## config.mk

```make
export PLATFORM = sky130hd
export DESIGN_NAME = uart_tx_fifo
export DESIGN_NICKNAME = d
export VERILOG_FILES = /design/src/rtl/uart_pkg.sv /design/src/rtl/uart_tx_buf.sv /design/src/rtl/uart_tx_fifo.sv
export SDC_FILE = /design/constraint.sdc
export NUM_CORES = 1
export LEC_CHECK = 0
export CAP_MARGIN = 20
export CORE_AREA = 2 2 70 72
export CTS_CLUSTER_DIAMETER = 100
export DETAILED_ROUTE_END_ITERATION = 16
export DIE_AREA = 0 0 72 74
export PLACE_DENSITY = 0.7
export SLEW_MARGIN = 20
export SYNTH_ARGS = -nofsm -noshare
export SYNTH_HDL_FRONTEND = slang
export SYNTH_SLANG_ARGS = --single-unit
```

## constraint.sdc

```tcl
create_clock -name clk -period 2.7 [get_ports clk]
set_input_delay 0.27 -clock clk [delete_from_list [all_inputs] [get_ports clk]]
set_output_delay 0.27 -clock clk [all_outputs]
set_load 0.005 [all_outputs]
```

## src/rtl/uart_pkg.sv

```systemverilog
// Shared definitions for the buffered UART transmitter: FSM encoding,
// parity codes and the elaboration-time parameter legality check.
package uart_pkg;

  typedef enum logic [2:0] {
    ST_IDLE   = 3'd0,
    ST_START  = 3'd1,
    ST_DATA   = 3'd2,
    ST_PARITY = 3'd3,
    ST_STOP   = 3'd4
  } tx_state_t;

  localparam int PARITY_NONE = 0;
  localparam int PARITY_EVEN = 1;
  localparam int PARITY_ODD  = 2;

  function automatic bit is_pow2(input int value);
    return (value > 0) && ((value & (value - 1)) == 0);
  endfunction

  function automatic bit params_legal(input int data_bits, input int parity,
                                      input int stop_bits, input int fifo_depth);
    return (data_bits >= 5) && (data_bits <= 9) &&
           (parity == PARITY_NONE || parity == PARITY_EVEN || parity == PARITY_ODD) &&
           (stop_bits == 1 || stop_bits == 2) &&
           (fifo_depth >= 2) && is_pow2(fifo_depth);
  endfunction

endpackage

```

## src/rtl/uart_tx_buf.sv

```systemverilog
// Synchronous transmit FIFO. The read port is registered: pop_data holds the
// most recently popped word until the next pop, so it doubles as the frame word.
module uart_tx_buf #(
  parameter int WIDTH = 8,
  parameter int DEPTH = 4
) (
  input  logic             clk,
  input  logic             rst_n,
  input  logic             push,
  input  logic [WIDTH-1:0] push_data,
  input  logic             pop,
  output logic [WIDTH-1:0] pop_data,
  output logic             full,
  output logic             empty
);

  localparam int PTR_W = $clog2(DEPTH);
  localparam logic [PTR_W:0] FULL_COUNT = (PTR_W + 1)'(DEPTH);

  logic [WIDTH-1:0] mem [DEPTH];
  logic [PTR_W-1:0] wr_ptr_reg;
  logic [PTR_W-1:0] rd_ptr_reg;
  logic [PTR_W:0]   count_reg;
  logic [WIDTH-1:0] rd_data_reg;
  logic             do_push;
  logic             do_pop;

  assign full     = (count_reg == FULL_COUNT);
  assign empty    = (count_reg == '0);
  assign do_push  = push && !full;
  assign do_pop   = pop && !empty;
  assign pop_data = rd_data_reg;

  always_ff @(posedge clk) begin
    if (do_push) begin
      mem[wr_ptr_reg] <= push_data;
    end
  end

  // Pointers wrap naturally because DEPTH is a power of two.
  always_ff @(posedge clk) begin
    if (!rst_n) begin
      wr_ptr_reg  <= '0;
      rd_ptr_reg  <= '0;
      count_reg   <= '0;
      rd_data_reg <= '0;
    end else begin
      if (do_push) begin
        wr_ptr_reg <= wr_ptr_reg + 1'b1;
      end
      if (do_pop) begin
        rd_data_reg <= mem[rd_ptr_reg];
        rd_ptr_reg  <= rd_ptr_reg + 1'b1;
      end
      case ({do_push, do_pop})
        2'b10:   count_reg <= count_reg + 1'b1;
        2'b01:   count_reg <= count_reg - 1'b1;
        default: count_reg <= count_reg;
      endcase
    end
  end

endmodule

```

## src/rtl/uart_tx_fifo.sv

```systemverilog
// Buffered UART transmitter: words queue in uart_tx_buf and are framed
// (start, data LSB first, optional parity, stop bits) one bit per baud tick.
module uart_tx_fifo
  import uart_pkg::*;
#(
  parameter int DATA_BITS  = 8,
  parameter int PARITY     = 0,
  parameter int STOP_BITS  = 1,
  parameter int FIFO_DEPTH = 4
) (
  input  logic                 clk,
  input  logic                 rst_n,
  input  logic                 baud_tick,
  input  logic [DATA_BITS-1:0] tx_data,
  input  logic                 tx_valid,
  output logic                 tx_ready,
  output logic                 tx_serial,
  output logic                 tx_busy,
  output logic                 tx_done
);

  if (!params_legal(DATA_BITS, PARITY, STOP_BITS, FIFO_DEPTH)) begin : g_bad_params
    $error("uart_tx_fifo: illegal DATA_BITS/PARITY/STOP_BITS/FIFO_DEPTH combination");
  end

  localparam int   IDX_W     = $clog2(DATA_BITS + 1);
  localparam logic STOP_LAST = (STOP_BITS == 2);

  tx_state_t            state_reg;
  logic [IDX_W-1:0]     bit_idx_reg;
  logic                 stop_cnt_reg;
  logic                 tx_serial_reg;
  logic                 tx_done_reg;

  logic                 buf_full;
  logic                 buf_empty;
  logic                 buf_push;
  logic                 buf_pop;
  logic [DATA_BITS-1:0] frame_word;
  logic [DATA_BITS-1:0] bit_hit;
  logic                 data_bit;
  logic                 parity_bit;
  logic                 stop_last;
  logic                 frame_start;

  assign tx_ready  = !buf_full;
  assign tx_serial = tx_serial_reg;
  assign tx_done   = tx_done_reg;
  assign tx_busy   = (state_reg != ST_IDLE);

  assign stop_last   = (stop_cnt_reg == STOP_LAST);
  assign frame_start = (state_reg == ST_IDLE) || ((state_reg == ST_STOP) && stop_last);
  assign buf_push    = tx_valid && !buf_full;
  assign buf_pop     = baud_tick && !buf_empty && frame_start;

  uart_tx_buf #(
    .WIDTH (DATA_BITS),
    .DEPTH (FIFO_DEPTH)
  ) u_buf (
    .clk       (clk),
    .rst_n     (rst_n),
    .push      (buf_push),
    .push_data (tx_data),
    .pop       (buf_pop),
    .pop_data  (frame_word),
    .full      (buf_full),
    .empty     (buf_empty)
  );

  // One-hot select of the data bit addressed by the running index.
  genvar gi;
  for (gi = 0; gi < DATA_BITS; gi++) begin : g_bit_sel
    assign bit_hit[gi] = frame_word[gi] && (bit_idx_reg == IDX_W'(gi));
  end
  assign data_bit = |bit_hit;

  assign parity_bit = (PARITY == PARITY_ODD) ? ~(^frame_word) : (^frame_word);

  always_ff @(posedge clk) begin
    if (!rst_n) begin
      state_reg     <= ST_IDLE;
      bit_idx_reg   <= '0;
      stop_cnt_reg  <= 1'b0;
      tx_serial_reg <= 1'b1;
      tx_done_reg   <= 1'b0;
    end else begin
      tx_done_reg <= 1'b0;
      if (baud_tick) begin
        case (state_reg)
          ST_IDLE: begin
            if (!buf_empty) begin
              tx_serial_reg <= 1'b0;
              state_reg     <= ST_START;
            end else begin
              tx_serial_reg <= 1'b1;
            end
          end
          ST_START: begin
            tx_serial_reg <= frame_word[0];
            bit_idx_reg   <= IDX_W'(1);
            state_reg     <= ST_DATA;
          end
          ST_DATA: begin
            if (bit_idx_reg < IDX_W'(DATA_BITS)) begin
              tx_serial_reg <= data_bit;
              bit_idx_reg   <= bit_idx_reg + 1'b1;
            end else if (PARITY != PARITY_NONE) begin
              tx_serial_reg <= parity_bit;
              state_reg     <= ST_PARITY;
            end else begin
              tx_serial_reg <= 1'b1;
              stop_cnt_reg  <= 1'b0;
              state_reg     <= ST_STOP;
            end
          end
          ST_PARITY: begin
            tx_serial_reg <= 1'b1;
            stop_cnt_reg  <= 1'b0;
            state_reg     <= ST_STOP;
          end
          ST_STOP: begin
            if (!stop_last) begin
              stop_cnt_reg <= 1'b1;
            end else begin
              // Chain straight into the next start bit so queued frames abut.
              tx_done_reg <= 1'b1;
              if (!buf_empty) begin
                tx_serial_reg <= 1'b0;
                state_reg     <= ST_START;
              end else begin
                state_reg <= ST_IDLE;
              end
            end
          end
          default: begin
            tx_serial_reg <= 1'b1;
            state_reg     <= ST_IDLE;
          end
        endcase
      end
    end
  end

endmodule

```

==> results.py, run 1 <==
metrics = {
    "place": {
        "place.gp.congestion": 0.787,
        "place_ws_ns": 0.302,
        "placed_cells": 250,
        "placed_area_sq_um": 2620,
        "hpwl_microns": 2710,
        "portBuffers": 15,
    },
    "cells_and_area": {
        "instances_no_fill": 258,
        "area.growth.synth_to_final_pct": 12.4,
        "stdcell_area_sq_um": 2730,
        "final_nets": 225,
        "layout-drive-gt1-share_pct": 10.3,
        "diodes": 0,
        "largest_register_ffs": 32,
    },
    "sta": {
        "maxSlewHeadroom_pct": 51.4,
        "slew_viol_final": 0,
        "hold_viol": 0,
        "setup_ws_ns": 0.237,
        "tightest_slew_ns": 0.727,
        "max_freq_mhz": 406,
        "fin_skew_ns": 0.00726,
        "fin_setup_tns_ns": 0,
        "rsz0062_at_grt": "false",
        "setup_viol": 0,
        "post-route-min-period_ns": 2.46,
        "fin_crit_sh_pct": 91.2,
    },
    "grt": {
        "top_usage_layer": "met2",
        "grt_pass1_vias": 1434,
        "grt_use_total_pct": 16.2,
        "met2_usage_pct": 27.2,
        "use_met1_pct": 19.8,
        "grt_max_degree": 26,
        "antenna_found_initial": 0,
        "grt_pass1_wl_microns": 6560,
        "grtUsageMet3_pct": 3.93,
        "grt_overflow_total": 0,
    },
    "drt": {
        "dr.first_iter.drc_count": 60,
        "antenna_left": 0,
        "first_pass_iters": 4,
        "wl_microns": 3870,
        "drc": 0,
        "vias": 1443,
        "via_per_inst": 5.59,
        "wl_per_cell_microns": 15.0,
    },
    "worst_setup_path": {
        "reg2regPathDepth": 9,
        "crit_type": "flop to flop",
        "rrSetupSlack_ns": 0.24,
        "rr_endpoint": "u_buf.count_reg[2]",
        "start_kind": "flop",
        "arrival_ns": 2.69,
        "path_max_fanout": 6,
        "cp_slowest_stage_delay_ns": 0.44,
        "cpMostUsedCell": "inv_1",
        "crit_chain": "or3b_1, and2_1, inv_1, ha_1, inv_1, fa_1, xor2_1, or3_1, a21boi_0",
        "crit_path_top_delay_cell": "or3b_1",
        "regToRegStartpoint": "u_buf.count_reg[2]",
        "crit_start": "u_buf.count_reg[2]",
        "crit_required_ns": 2.93,
        "crit_path_end_kind": "flop",
    },
    "cts": {
        "hold_buffers": 0,
        "clkTransAtPathRegs_ns": 0.09,
        "cts_setup_buffers": 0,
        "cts_tree": "done",
        "cts_max_path_buffers": 2,
        "htreeDepth": 2,
        "clock_latency_ns": 0.30,
        "cts_buffers": 5,
        "cts_root_buffer": "clkbuf_8",
        "cts_resized": 0,
        "numClockSinks": 56,
    },
    "status": {
        "status": "complete, no violations",
    },
    "power": {
        "power.leakage_uw": 0.000942,
        "power_density_nw_per_um2": 816,
        "ir_drop_v": 0.000389,
    },
    "floorplanning": {
        "coreArea_sq_um": 4600,
        "die_y_microns": 74,
        "design.die.area_sq_um": 5330,
        "die_x_microns": 72,
        "initial_core_util_pct": 52.8,
        "io_pins": 16,
        "rows": 25,
    },
    "logic_synthesis": {
        "synth_edf_count": 32,
        "ys_top_cells_by_count": "edfxtp_1 (32), dfxtp_1 (24), nand2_1 (24)",
        "synth_top_area_cell": "edfxtp_1",
        "ys.flop_type": "edfxtp_1",
        "synth_nets": 208,
        "synth.avg_cell_area_sq_um": 13.1,
        "synth_top_area_share_pct": 39.5,
        "yosysUniqueCellTypes": 42,
        "ys_warn_count": 0,
        "synth_area_leaders": "edfxtp_1 (40%), dfxtp_1 (20%), mux4_2 (7.4%), ha_1 (4.6%), a21boi_0 (4.0%)",
        "syn-cell-area_sq_um": 2430,
        "synth-async-reset-ratio_pct": 0,
        "ys_seq_area_share_pct": 59.3,
        "syn_inst": 186,
        "ys_seq_elements": 56,
        "synthMostInstantiatedCell": "edfxtp_1",
    },
    "worst_hold_path": {
        "worstHoldPathCells": 2,
        "min_to": "u_buf.pop_data[3]",
        "hp-class": "flop to flop",
        "hp-start": "u_buf.pop_data[3]",
    },
    "run": {
        "max_cap_viol_count": 0,
    },
}
-- per-layer routing --
| metal | routed length (microns) | share of wire (%) |
|---|---|---|
| met1 | 1780 | 46 |
| met2 | 1910 | 49 |
| met3 | 115 | 3.0 |
| met4 | 64 | 1.7 |
| met5 | 0 | 0 |
-- logic make-up after synthesis --
group / count (synthesis) / share of synthesized area (%)
muxes: 8 / 7.41
buffers and inverters: 18 / 3.45
and+or+nand+nor: 58 / 13.1
adders and majority gates: 10 / 5.46
AOI/OAI and AO/OA: 31 / 9.48
xor gates and xnor gates: 5 / 1.80
DFF: 56 / 59.3
-- layout make-up --
cell class	count	area, sq um
Fill cell	360	1870
Tap cell	54	67.6
Inverter	10	37.5
Sequential cell	56	1440
Multi-Input combinational cell	112	905
Clock buffer	6	72.6
Timing Repair Buffer	18	173
Clock inverter	2	35.0
-- worst max path at each step --
stage / depth (start not counted) / slack [ns] / endpoint
floorplan: 9 / 0.44 / u_buf.count_reg[2]
global placement: 9 / 0.41 / u_buf.count_reg[2]
detailed placement: 9 / 0.30 / u_buf.count_reg[2]
CTS: 9 / 0.29 / u_buf.count_reg[2]
global route: 9 / 0.13 / u_buf.count_reg[2]
finish: 9 / 0.24 / u_buf.count_reg[2]
-- metrics by stage --
| stage | hold slack, ns | utilization [%] | power, uW |
|---|---|---|---|
| after floorplan | 0.369 | - | 1570 |
| after global placement | 0.459 | 57.1 | 1700 |
| after detailed placement | 0.464 | 57.1 | 1740 |
| after CTS | 0.478 | 59.4 | 2260 |
| after global routing | 0.501 | 59.4 | 2370 |
| final | 0.477 | 59.4 | 2230 |
-- placed cells by master (no fill, tap or decap), drive strengths merged, types with 4 or more instances in the layout --
cell type / count
edfxtp: 32
nand2: 24
dfxtp: 24
clkdlybuf4s50: 15
a21boi: 14
inv: 9
ha: 9
mux4: 8
and2: 6
clkbuf: 6
and3: 5
nand3: 4
xnor2: 4
o21ai: 4
-- power breakdown --
part | internal (uW) | leakage, uW | switching, uW | total, uW
combinational | 297 | 0.000398 | 264 | 561
clock | 275 | 0.0000552 | 247 | 522
sequential | 1030 | 0.000489 | 114 | 1150
-- critical path, delay by kind of cell (launching register included) --
kind                       cells  cell delay [ns]
adders and majority gates      2             0.55
DFF                            1             0.38
xor gates and xnor gates       1             0.17
buffers and inverters          2             0.14
AOI/OAI and AO/OA              1             0.18
and+or+nand+nor                3             0.97
Note: power is estimated with default switching activity, not from simulation.
==> run 2: changes to the inputs <==
Settings changed: CORE_AREA 2 2 70 72 to 2 2 72 74, DIE_AREA 0 0 72 74 to 0 0 74 76, PLACE_DENSITY 0.7 to 0.69.
Clock period 2.7 ns to 2 ns, I/O delays scaled along.
==> results.py, run 2 (synthesis gave the netlist of run 1 again) <==
metrics = {
    "status": {
        "status": "complete, but fails checks",
        "failed_checks": "negative setup slack",
    },
    "worst_setup_path": {
        "crit_required_ns": 2.24,
        "rrSetupSlack_ns": -0.07,
        "crit_chain": "or3b_4, and2_4, inv_4, ha_4, inv_2, fa_2, xor2_1, or3_1, a21boi_1",
        "crit_type": "flop to flop",
        "regToRegStartpoint": "u_buf.count_reg[1]",
        "crit_path_top_delay_cell": "or3b_4",
        "start_kind": "flop",
        "cp_slowest_stage_delay_ns": 0.39,
        "rr_endpoint": "u_buf.count_reg[2]",
        "arrival_ns": 2.30,
        "path_max_fanout": 3,
        "critPathBufInv": 2,
        "crit_path_end_kind": "flop",
        "crit_family": "simple AND/OR/NAND/NOR gates",
        "reg2regPathDepth": 9,
    },
    "cells_and_area": {
        "area.growth.synth_to_final_pct": 17.5,
        "final_nets": 237,
        "final_common_cell": "edfxtp_1",
        "multi_input_area_sq_um": 933,
        "largest_register_ffs": 32,
        "final_util_pct": 58.1,
        "layout-drive-gt1-share_pct": 20.4,
        "seqCellArea_sq_um": 1450,
        "layout_common_cells": "edfxtp_1 (32), nand2_1 (24), dfxtp_1 (21), clkdlybuf4s50_1 (15), buf_4 (15)",
        "diodes": 0,
        "fillCellCount": 391,
        "stdcell_area_sq_um": 2850,
    },
    "drt": {
        "first_pass_iters": 4,
        "antenna_left": 0,
        "wl_microns": 4260,
        "via_per_inst": 5.22,
        "vias": 1492,
        "wl_per_cell_microns": 14.9,
        "drc": 0,
        "dr.first_iter.drc_count": 76,
    },
    "grt": {
        "grt_use_total_pct": 16.6,
        "grt_max_degree": 17,
        "grt_pass1_wl_microns": 7100,
        "grt_pass1_vias": 1545,
        "grt_overflow_total": 0,
        "antenna_found_initial": 0,
    },
    "cts": {
        "htreeDepth": 2,
        "numClockSinks": 56,
        "cts_max_path_buffers": 2,
        "cts_tree": "done",
        "cts_buffers": 5,
        "clkTransAtPathRegs_ns": 0.09,
        "clock_latency_ns": 0.30,
        "cts_root_buffer": "clkbuf_8",
        "hold_buffers": 0,
    },
    "sta": {
        "rsz0062_at_grt": "true",
        "max_freq_mhz": 484,
        "setup_ws_ns": -0.0665,
        "fin_skew_ns": 0.00452,
        "maxSlewHeadroom_pct": 65.6,
        "hold-worst-slack_ns": 0.473,
        "post-route-min-period_ns": 2.07,
        "setup_viol": 1,
        "slew_viol_final": 0,
        "tightest_slew_ns": 0.514,
        "fin_setup_tns_ns": -0.0665,
        "fin_crit_sh_pct": 103,
        "hold_viol": 0,
    },
    "power": {
        "ir_drop_v": 0.000588,
        "power.leakage_uw": 0.000998,
        "power_density_nw_per_um2": 1080,
        "p_total_uw": 3100,
    },
    "place": {
        "portBuffers": 15,
        "placed_area_sq_um": 2750,
        "hpwl_microns": 3070,
        "place.gp.congestion": 0.805,
    },
    "worst_hold_path": {
        "hp-class": "flop to flop",
        "min_to": "u_buf.pop_data[4]",
        "hp-start": "u_buf.pop_data[4]",
        "worstHoldPathCells": 2,
    },
    "floorplanning": {
        "design.die.area_sq_um": 5620,
        "die_x_microns": 74,
        "io_pins": 16,
        "coreArea_sq_um": 4910,
        "rows": 26,
        "die_y_microns": 76,
        "initial_core_util_pct": 49.5,
    },
    "run": {
        "max_cap_viol_count": 0,
    },
}
[run 2: layout make-up]
cell class / count / area share [%]
flip-flops and latches: 56 / 50.6
repair buffers: 30 / 9.21
clock inverters: 2 / 0.395
inverters: 10 / 1.45
well taps: 70 / 3.07
clock buffers: 6 / 2.54
multi-input cells: 112 / 32.7
[run 2: layer usage]
layer  global-route usage (%)  vias up  part of all wire, %
met5                        0        -                    0
met4                     7.09        0                  1.4
met3                     4.10        7                  3.8
met2                     27.7       38                   52
met1                     20.1      714                   43
li1                         -      733                    -
[run 2: where the power goes]
| group | leakage (uW) | internal [uW] | switching [uW] |
|---|---|---|---|
| sequential | 0.000490 | 1400 | 91.8 |
| combinational | 0.000469 | 539 | 483 |
| clock | 0.0000388 | 243 | 339 |
[run 2: timing repair]
action,in CTS,in global routing
setup endpoints to repair,2,2
resized for setup,5,3
endpoints found under the hold margin,0,0
cloned,0,0
setup buffers,1,0
[run 2: worst max path at each step]
stage               slack (ns)            endpoint               start  cells past startpoint
floorplan                -0.04  u_buf.count_reg[2]  u_buf.count_reg[1]                      9
global placement         -0.02  u_buf.count_reg[2]  u_buf.count_reg[2]                      9
detailed placement       -0.08  u_buf.count_reg[2]  u_buf.count_reg[1]                      9
CTS                      -0.07  u_buf.count_reg[2]  u_buf.count_reg[1]                      9
global route             -0.16  u_buf.count_reg[2]  u_buf.count_reg[1]                      9
finish                   -0.07  u_buf.count_reg[2]  u_buf.count_reg[1]                      9
[run 2: per-stage QoR]
step	instances	setup slack, ns
4_1_cts	286	-0.0656
5_1_grt	286	-0.161
3_5_place_dp	277	-0.0782
2_1_floorplan	186	-0.0393
3_3_place_gp	277	-0.0167
6_report	286	-0.0665
[run 2: worst register-to-register path, cell delays in order, from the launching register on]
cell and delay, ns:
dfxtp_2 0.34, or3b_4 0.39, and2_4 0.16, inv_4 0.06
ha_4 0.13, inv_2 0.03, fa_2 0.32, xor2_1 0.16
or3_1 0.31, a21boi_1 0.11
==> run 3: changes to the inputs <==
Settings changed: ABC_AREA set to 1, PLACE_DENSITY 0.69 to 0.7.
==> results.py, run 3 <==
metrics = {
    "status": {
        "status": "complete, no violations",
    },
    "cells_and_area": {
        "multi_input_area_sq_um": 856,
        "diodes": 0,
        "layout-drive-gt1-share_pct": 12.0,
        "instances_no_fill": 353,
        "layout_common_cells": "nor2_1 (43), nand2_1 (33), edfxtp_1 (32), o21ai_0 (29), inv_1 (27)",
        "largest_register_ffs": 32,
        "final_common_cell": "nor2_1",
        "final_nets": 304,
        "final_util_pct": 57.8,
        "seqCellArea_sq_um": 1440,
        "area.growth.synth_to_final_pct": 15.5,
        "fillCellCount": 434,
    },
    "drt": {
        "vias": 1698,
        "first_pass_iters": 4,
        "antenna_left": 0,
        "drc": 0,
        "wl_per_cell_microns": 11.8,
        "via_per_inst": 4.81,
        "dr.first_iter.drc_count": 75,
        "wl_microns": 4180,
    },
    "logic_synthesis": {
        "synthMostInstantiatedCell": "nor2_1",
        "synth_nets": 276,
        "synth_top_area_share_pct": 39.1,
        "yosysUniqueCellTypes": 25,
        "syn-cell-area_sq_um": 2460,
        "synth_edf_count": 32,
        "synth_top_area_cell": "edfxtp_1",
        "ys_warn_count": 0,
        "synth.avg_cell_area_sq_um": 9.67,
        "synth_area_leaders": "edfxtp_1 (39%), dfxtp_1 (20%), nor2_1 (6.6%), o21ai_0 (6.3%), nand2_1 (5.0%)",
        "ys_seq_area_share_pct": 58.7,
        "ys.flop_type": "edfxtp_1",
        "ys_top_cells_by_count": "nor2_1 (43), nand2_1 (33), edfxtp_1 (32)",
        "syn_inst": 254,
        "ys_seq_elements": 56,
        "synth-async-reset-ratio_pct": 0,
    },
    "worst_setup_path": {
        "crit_path_end_kind": "flop",
        "rrSetupSlack_ns": 0.13,
        "crit_path_top_delay_cell": "fa_1",
        "arrival_ns": 2.07,
        "crit_required_ns": 2.20,
        "regToRegStartpoint": "state_reg[1]",
        "endpoint": "u_buf.count_reg[2]",
        "path_depth": 10,
        "rr_endpoint": "u_buf.count_reg[2]",
        "cp_slowest_stage_delay_ns": 0.40,
        "crit_family": "adder cells",
        "critPathBufInv": 2,
        "crit_chain": "nor2_4, inv_2, nor3_4, ha_1, inv_1, fa_1, a21oi_2, o21ai_1, o21ai_1, a21oi_1",
        "path_max_fanout": 5,
        "crit_start": "state_reg[1]",
        "start_kind": "flop",
        "cpMostUsedCell": "o21ai_1",
        "crit_type": "flop to flop",
        "reg2regPathDepth": 10,
    },
    "power": {
        "power_density_nw_per_um2": 1130,
        "internal-power_uw": 2130,
        "combPwrFrac_pct": 32.7,
        "p_total_uw": 3220,
        "clkPwrFrac_pct": 18.9,
        "ir_drop_v": 0.000496,
        "switching_share_pct": 34.0,
        "p_sw_uw": 1100,
        "power.leakage_uw": 0.00113,
        "p_seq_share_pct": 48.4,
    },
    "sta": {
        "fin_crit_sh_pct": 93.4,
        "slew_viol_final": 0,
        "hold_viol": 0,
        "hold-worst-slack_ns": 0.485,
        "setup_viol": 0,
        "fin_skew_ns": 0.00601,
        "max_freq_mhz": 535,
        "maxSlewHeadroom_pct": 68.6,
        "tightest_slew_ns": 0.471,
        "fin_setup_tns_ns": 0,
        "post-route-min-period_ns": 1.87,
    },
    "place": {
        "portBuffers": 15,
        "place.gp.congestion": 0.796,
        "hpwl_microns": 2910,
        "placed_cells": 344,
    },
    "cts": {
        "cts_root_buffer": "clkbuf_8",
        "htreeDepth": 2,
        "clkTransAtPathRegs_ns": 0.09,
        "cts_buffers": 5,
        "cts_tree": "done",
        "clock_latency_ns": 0.30,
        "cts_max_path_buffers": 2,
        "numClockSinks": 56,
        "hold_buffers": 0,
    },
    "grt": {
        "antenna_found_initial": 0,
        "grt_pass1_wl_microns": 7380,
        "use_met1_pct": 22.6,
        "grt_overflow_total": 0,
        "grt_max_degree": 18,
        "met2_usage_pct": 27.3,
        "top_usage_layer": "met2",
        "grt_pass1_vias": 1662,
        "grt_use_total_pct": 16.9,
        "grtUsageMet3_pct": 4.37,
    },
    "floorplanning": {
        "initial_core_util_pct": 50.0,
        "die_x_microns": 74,
        "io_pins": 16,
        "design.die.area_sq_um": 5620,
        "die_y_microns": 76,
        "coreArea_sq_um": 4910,
        "rows": 26,
    },
    "run": {
        "max_cap_viol_count": 0,
    },
    "worst_hold_path": {
        "hp-start": "tx_serial",
        "hp-class": "flop to flop",
    },
}
-- run 3: power by group through the flow --
stage          clock network, uW  registers, uW  logic [uW]
2_1_floorplan                  0           1560         764
3_3_place_gp                   0           1580        1010
3_5_place_dp                   0           1580        1030
4_1_cts                      633           1550        1030
5_1_grt                      685           1580        1220
6_report                     608           1560        1050
-- run 3: cell type report --
| class | instances | share of cell area (%) |
|---|---|---|
| tap | 70 | 3.09 |
| clock inverter | 2 | 0.353 |
| clock buffer | 6 | 2.91 |
| sequential | 56 | 50.8 |
| timing repair buffer | 27 | 8.46 |
| inverter | 32 | 4.23 |
| multi-input combinational | 160 | 30.1 |
-- run 3: tightest hold or removal path: cells and delay by family (launching register included) --
family / cells / cell delay [ns]
and+or+nand+nor: 1 / 0.06
DFF: 1 / 0.34
AOI/OAI and AO/OA: 1 / 0.07
-- run 3: worst min path at each step --
stage                     cells past startpoint  slack, ns               to
final                                         2       0.48        tx_serial
after CTS                                     2       0.49        tx_serial
after floorplan                               0       0.30  u_buf.mem[0][0]
after global routing                          2       0.52        tx_serial
after global placement                        2       0.45        tx_serial
after detailed placement                      2       0.47        tx_serial
-- run 3: metal layers --
layer / vias up / share of wire (%)
li1: 898 / -
met1: 779 / 48
met2: 17 / 48
met3: 4 / 2.6
met4: 0 / 0.72
met5: - / 0
-- run 3: stage by stage --
stage               area (sq um)  worst slack (ns)
floorplan                   2460            0.0143
finish                      2840             0.132
detailed placement          2730            -0.119
CTS                         2820            0.0974
global route                2840           -0.0171
global placement            2730           -0.0956
-- run 3: repair_timing --
item                       in CTS  in global routing
buffers inserted                0                  1
gates resized for setup         0                  5
hold endpoints to repair        0                  0
setup endpoints to repair       0                  1
-- run 3: cells by family after synthesis --
| group | share of synthesized area [%] |
|---|---|
| fa+ha+maj | 5.40 |
| flops | 58.7 |
| simple gates | 16.3 |
| compound gates | 12.4 |
| buf+inv | 6.87 |
| xor+xnor | 0.356 |
